$ cat src/rtl/mist_frame_mon_if.sv
// Frame monitor signal bundle: video/download inputs from the unit under
// test and the frame/dump/finish outputs consumed by the bench top level.
interface mist_frame_mon_if;
    logic        vs;
    logic        downloading;
    logic [31:0] frame_cnt;
    logic        new_frame;
    logic        dump_en;
    logic        dump_start;
    logic        sim_done;

    modport master (
        output vs,
        output downloading,
        input  frame_cnt,
        input  new_frame,
        input  dump_en,
        input  dump_start,
        input  sim_done
    );

    modport slave (
        input  vs,
        input  downloading,
        output frame_cnt,
        output new_frame,
        output dump_en,
        output dump_start,
        output sim_done
    );
endinterface

$ cat src/rtl/mist_frame_mon.sv
// Frame counter driven by VGA vsync, gated by ROM download, producing the
// dump-window enable and a sticky end-of-simulation request.
module mist_frame_mon #(
    parameter bit          WAIT_DL     = 1'b1,
    parameter logic [31:0] DUMP_START  = 32'd0,
    parameter logic [31:0] DUMP_FRAMES = 32'd0,
    parameter logic [31:0] MAX_FRAMES  = 32'd0
) (
    input logic              clk,
    input logic              rst,
    mist_frame_mon_if.slave  mon
);

    typedef enum logic [1:0] {
        ST_WAIT,
        ST_RUN,
        ST_DONE
    } state_e;

    state_e      state_q, state_d;
    logic [31:0] cnt_q, cnt_d;
    logic        new_frame_q, new_frame_d;
    logic        dump_en_q, dump_en_d;
    logic        dump_start_q, dump_start_d;
    logic        sim_done_q, sim_done_d;
    logic        vs_l_q;
    logic        dl_l_q;

    logic vs_fall;
    logic dl_end;
    logic dl_start;

    assign vs_fall  = vs_l_q & ~mon.vs;
    assign dl_end   = dl_l_q & ~mon.downloading;
    assign dl_start = ~dl_l_q & mon.downloading;

    // Upper bound in 33 bits so DUMP_START+DUMP_FRAMES cannot wrap
    function automatic logic in_win(input logic [31:0] c);
        logic [32:0] hi;
        hi = {1'b0, DUMP_START} + {1'b0, DUMP_FRAMES};
        return (c >= DUMP_START) &&
               ((DUMP_FRAMES == '0) || ({1'b0, c} < hi));
    endfunction

    always_comb begin
        state_d     = state_q;
        cnt_d       = cnt_q;
        new_frame_d = 1'b0;
        dump_en_d   = dump_en_q;
        sim_done_d  = sim_done_q;
        unique case (state_q)
            ST_WAIT: begin
                dump_en_d = 1'b0;
                if (dl_end) begin
                    state_d   = ST_RUN;
                    dump_en_d = in_win(32'd0);
                end
            end
            ST_RUN: begin
                if (WAIT_DL && dl_start) begin
                    state_d   = ST_WAIT;
                    cnt_d     = '0;
                    dump_en_d = 1'b0;
                end else begin
                    if (vs_fall && (cnt_q != '1)) begin
                        cnt_d       = cnt_q + 32'd1;
                        new_frame_d = 1'b1;
                        if ((MAX_FRAMES != '0) && (cnt_d == MAX_FRAMES)) begin
                            state_d    = ST_DONE;
                            sim_done_d = 1'b1;
                        end
                    end
                    dump_en_d = in_win(cnt_d);
                end
            end
            ST_DONE: begin
            end
            default: begin
                state_d = ST_DONE;
            end
        endcase
        dump_start_d = dump_en_d & ~dump_en_q;
    end

    always_ff @(posedge clk) begin
        if (rst) begin
            state_q      <= WAIT_DL ? ST_WAIT : ST_RUN;
            cnt_q        <= '0;
            new_frame_q  <= 1'b0;
            dump_en_q    <= 1'b0;
            dump_start_q <= 1'b0;
            sim_done_q   <= 1'b0;
            vs_l_q       <= 1'b1;
            dl_l_q       <= 1'b0;
        end else begin
            state_q      <= state_d;
            cnt_q        <= cnt_d;
            new_frame_q  <= new_frame_d;
            dump_en_q    <= dump_en_d;
            dump_start_q <= dump_start_d;
            sim_done_q   <= sim_done_d;
            vs_l_q       <= mon.vs;
            dl_l_q       <= mon.downloading;
        end
    end

    assign mon.frame_cnt  = cnt_q;
    assign mon.new_frame  = new_frame_q;
    assign mon.dump_en    = dump_en_q;
    assign mon.dump_start = dump_start_q;
    assign mon.sim_done   = sim_done_q;

endmodule

$ cat src/flat_wrapper.sv
// flat-port wrapper written by rule: the top's interface ports become plain ports
module mist_frame_mon_flat 
#(
    parameter bit          WAIT_DL     = 1'b1,
    parameter logic [31:0] DUMP_START  = 32'd0,
    parameter logic [31:0] DUMP_FRAMES = 32'd0,
    parameter logic [31:0] MAX_FRAMES  = 32'd0
)
  (clk, rst, mon_vs, mon_downloading, mon_frame_cnt, mon_new_frame, mon_dump_en, mon_dump_start, mon_sim_done);
  mist_frame_mon_if mon_i ();
  input logic clk;
  input logic rst;
  input wire logic [$bits(mon_i.vs)-1:0] mon_vs;
  input wire logic [$bits(mon_i.downloading)-1:0] mon_downloading;
  output wire logic [$bits(mon_i.frame_cnt)-1:0] mon_frame_cnt;
  output wire logic [$bits(mon_i.new_frame)-1:0] mon_new_frame;
  output wire logic [$bits(mon_i.dump_en)-1:0] mon_dump_en;
  output wire logic [$bits(mon_i.dump_start)-1:0] mon_dump_start;
  output wire logic [$bits(mon_i.sim_done)-1:0] mon_sim_done;
  assign mon_i.vs = mon_vs;
  assign mon_i.downloading = mon_downloading;
  assign mon_frame_cnt = mon_i.frame_cnt;
  assign mon_new_frame = mon_i.new_frame;
  assign mon_dump_en = mon_i.dump_en;
  assign mon_dump_start = mon_i.dump_start;
  assign mon_sim_done = mon_i.sim_done;
  mist_frame_mon #(.WAIT_DL(WAIT_DL), .DUMP_START(DUMP_START), .DUMP_FRAMES(DUMP_FRAMES), .MAX_FRAMES(MAX_FRAMES)) u_core (.clk(clk), .rst(rst), .mon(mon_i));
endmodule
$ cat config.mk
export PLATFORM = sky130hd
export DESIGN_NAME = mist_frame_mon_flat
export DESIGN_NICKNAME = d
export VERILOG_FILES = /design/src/rtl/mist_frame_mon_if.sv /design/src/rtl/mist_frame_mon.sv /design/src/flat_wrapper.sv
export SDC_FILE = /design/constraint.sdc
export NUM_CORES = 1
export LEC_CHECK = 0
export BUFFER_PORTS_ARGS = -buffer_cell sky130_fd_sc_hd__buf_2
export CAP_MARGIN = 20
export CORE_ASPECT_RATIO = 0.7
export CORE_UTILIZATION = 30
export CTS_CLUSTER_SIZE = 24
export DETAILED_ROUTE_END_ITERATION = 12
export PLACE_DENSITY = 0.51
export RECOVER_POWER = 25
export SLEW_MARGIN = 20
export SYNTH_ARGS = -nofsm -noshare
export SYNTH_HDL_FRONTEND = slang
export SYNTH_SLANG_ARGS = --single-unit
$ cat constraint.sdc
create_clock -name clk -period 3 [get_ports clk]
set_clock_uncertainty 0.2 [all_clocks]
set_input_delay 0.15 -clock clk [delete_from_list [all_inputs] [get_ports clk]]
set_output_delay 0.15 -clock clk [all_outputs]
set_load 0.01 [all_outputs]
==> summary.txt <==
Outcome
  – Outcome: finished, final reports clean

Layout
  – Proportion of layout cells with a drive suffix above 1: 17.8%
  – Nets@finish: 302
  – Layout area overhead: 21.7%
  – Finished Cell Area: between 0.002 and 0.003 sq mm
  – Commonest non-fill, non-tap cells in the layout: dfxtp_1 (39), buf_2 (22), o31ai_1 (20)
  – Most common cell after layout, fill and taps aside: dfxtp_1
  – N_diodes: 0

Clock network
  – Clk slew on worst S/H paths: around 0.080 ns
  – Postcts setup bufs: 0
  – CTS tree: built
  – Clock sink count: 39
  – Bufs on Longest Clock Path: 2
  – H-tree Lvls: 2
  – Clk Latency, worst-skew pair: 0.30 ns
  – Cts bufs inserted: 5
  – CTS Root Cell: clkbuf_8

Place
  – Post-DP HPWL: 4590 um
  – Area after DPL: 0.00242 sq mm
  – PortBufs: 38
  – Placer Congestion: 0.864

Drt
  – DR vias: 2227
  – WL/cell: between 15 and 20 um
  – DRC: 0
  – First-pass DRT Iterations: 4
  – ANT nets after route: 0
  – Total length of routed wires: 6500 um
  – Initial drt markers: 108
  – Vias per cell: roughly 5.7

Logic synthesis
  – Avg Inst Size Synth: ~8.2 sq um
  – Prevailing post-synth register cell: dfxtp_1
  – Syn Inst Count: 252
  – Ys async rst share: 0%
  – Synthesized Nets: 257
  – Synth Cell Area: 0.00207 sq mm
  – Register area share after synthesis: 37.7%
  – Netlist cell types: 47
  – Flops & latches, synth: 39
  – Number of flops mapped to enable cells by yosys: 0
  – Yosys warns: 0

STA
  – Setup violators final: 0
  – Final worst path period share: between 90 and 100%
  – Minimum clock period: 2.73 ns
  – Max Slew Vio Count: 0
  – RSZ-0062 raised after global routing: false
  – Endpoints failing hold: 0
  – Least-Margin Pin Slew: between 0.8 and 0.9 ns
  – Setup TNS: 0 ns
  – Max Freq: 366 MHz
  – Rel. slew slack: between 40% and 50%
  – Fin Hold WS: 0.151 ns

Worst setup path
  – Crit path kind: reg2reg
  – Max FO, Critical Path: 15
  – Worst setup SP type: flip-flop
  – Worst EP arrival: roughly 2.8 ns
  – CP max-delay cell: or4_1
  – Crit path max-delay family: compound AO/OA/AOI/OAI gates
  – Endpoint type of the worst setup path: flip-flop
  – Max incr delay on CP: 0.61 ns
  – CP Data Required Time: 3.05 ns
  – CP Cell Sequence: ha_1 > nand4_1 > or4_1 > o31a_1 > buf_4 > o21ai_0 > a21o_1
  – CP Buf/Inv Count: 1

Floorplan
  – Ports: 40
  – Die W: between 100 and 150 um
  – Die Footprint: just over 0.007 sq mm
  – Core area: 0.00646 sq mm
  – Initial Utilization: 32.1%
  – Die span in y: 71.5 um
  – # rows: 24

Worst hold path
  – Hold WC Path Type: in2reg

Global route
  – GRT Residual Overflow: 0
  – Initial antenna violation count: 0
  – First-pass GRT wire length: between 10000 and 15000 um
  – Largest net degree at the start of global routing: 21
  – GRT Total Usage: 19.0%
  – Number of global-route vias before repair: 1930

Power and ir drop
  – Leak: 1.02 nW
  – Overall power: roughly 950 uW
  – Cell Pwr Density: 375 mW/mm^2
  – Peak VDD IR: between 100 and 150 uV

Run
  – Max cap viols: 0
[synthesized netlist by cell type, types with 2 or more instances]
cell / instances / share of area, %
o21ai_0: 7 / 1.7
nand3_1: 14 / 3.4
nor4_1: 7 / 2.1
buf_2: 8 / 1.9
nand4_1: 14 / 4.2
nor3_1: 12 / 2.9
a21o_1: 9 / 3.3
a41oi_1: 3 / 1.3
nand2_1: 15 / 2.7
a21oi_1: 10 / 2.4
or3_1: 2 / 0.60
and4_1: 5 / 2.1
inv_1: 7 / 1.3
or4_1: 4 / 1.4
clkbuf_1: 9 / 1.6
and3_1: 6 / 1.8
nor2_1: 15 / 2.7
buf_4: 2 / 0.72
a31oi_1: 10 / 3.0
dfxtp_1: 39 / 38
a22o_1: 2 / 0.85
o31ai_1: 20 / 7.2
a41o_1: 2 / 0.97
or2_2: 2 / 0.60
o22ai_1: 6 / 1.8
[tightest hold or removal path: stages]
cell and delay, ns:
buf_2 0.12, inv_1 0.07, maj3_1 0.15, nand2_1 0.06
inv_1 0.07
[cell type report]
| cell class | instances | area, sq um |
|---|---|---|
| Sequential cell | 39 | 781 |
| Clock inverter | 2 | 12.5 |
| Timing Repair Buffer | 58 | 330 |
| Inverter | 7 | 26.3 |
| Clock buffer | 6 | 72.6 |
| Multi-Input combinational cell | 186 | 1180 |
| Fill cell | 682 | 3940 |
| Tap cell | 91 | 114 |
[power breakdown]
group | leakage, nW | internal, mW | switching [mW] | total, mW
Combinational | 0.666 | 0.0224 | 0.0404 | 0.0628
Sequential | 0.315 | 0.521 | 0.00206 | 0.523
Clock | 0.0412 | 0.163 | 0.197 | 0.360
Total | 1.02 | 0.706 | 0.240 | 0.945
[path summary, 6_finish.rpt]
kind	from	endpoint	slack, ns	cells past startpoint
setup / recovery	u_core.mon.frame_cnt[0]$_SDFFE_PP0P_	u_core.mon.frame_cnt[3]$_SDFFE_PP0P_	0.27	7
hold / removal	mon_downloading	u_core.state_q[0]$_SDFFE_PP0P_	0.15	5
setup reg to reg	u_core.mon.frame_cnt[0]$_SDFFE_PP0P_	u_core.mon.frame_cnt[3]$_SDFFE_PP0P_	0.27	7
hold reg to reg	u_core.mon.dump_en$_SDFF_PP0_	u_core.mon.dump_start$_SDFF_PP0_	0.24	1
[metrics by stage]
step	utilization (%)	cells	setup slack [ns]
2_1_floorplan	-	252	0.521
3_3_place_gp	37.4	377	0.403
3_5_place_dp	37.4	377	0.340
4_1_cts	39.4	389	0.304
5_1_grt	39.1	389	0.127
6_report	39.1	389	0.266
[flip-flops by register name, indices dropped and copies added (netlist names)]
| signal | cells |
|---|---|
| u_core.mon.frame_cnt | 32 |
| u_core.state_q | 2 |
| u_core.dl_l_q | 1 |
| u_core.mon.dump_en | 1 |
| u_core.mon.dump_start | 1 |
| u_core.mon.new_frame | 1 |
| u_core.vs_l_q | 1 |
[kinds of logic after synthesis]
logic type | after synthesis | synth area share (%)
DFF | 39 | 37.7
AOI/OAI and AO/OA | 77 | 25.7
buffers and inverters | 27 | 5.80
other | 1 | 0.181
and+or+nand+nor | 106 | 29.6
adders and majority gates | 2 | 1.09
[metal layers]
layer  GRT usage [%]  up-vias  routed length [um]
met5               0        -                   0
met4            5.31        0                  70
met3            3.51        8                 540
met2            25.8       81                2580
met1            30.0     1063                3310
li1                -     1075                   -
[repair_timing]
| item | 4_1_cts | 5_1_grt |
|---|---|---|
| endpoints found under the hold margin | 3 | 0 |
| resized for setup | 0 | 0 |
| setup endpoints to repair | 0 | 0 |
| hold buffers | 4 | 0 |
(Power assumes the default switching activity.)
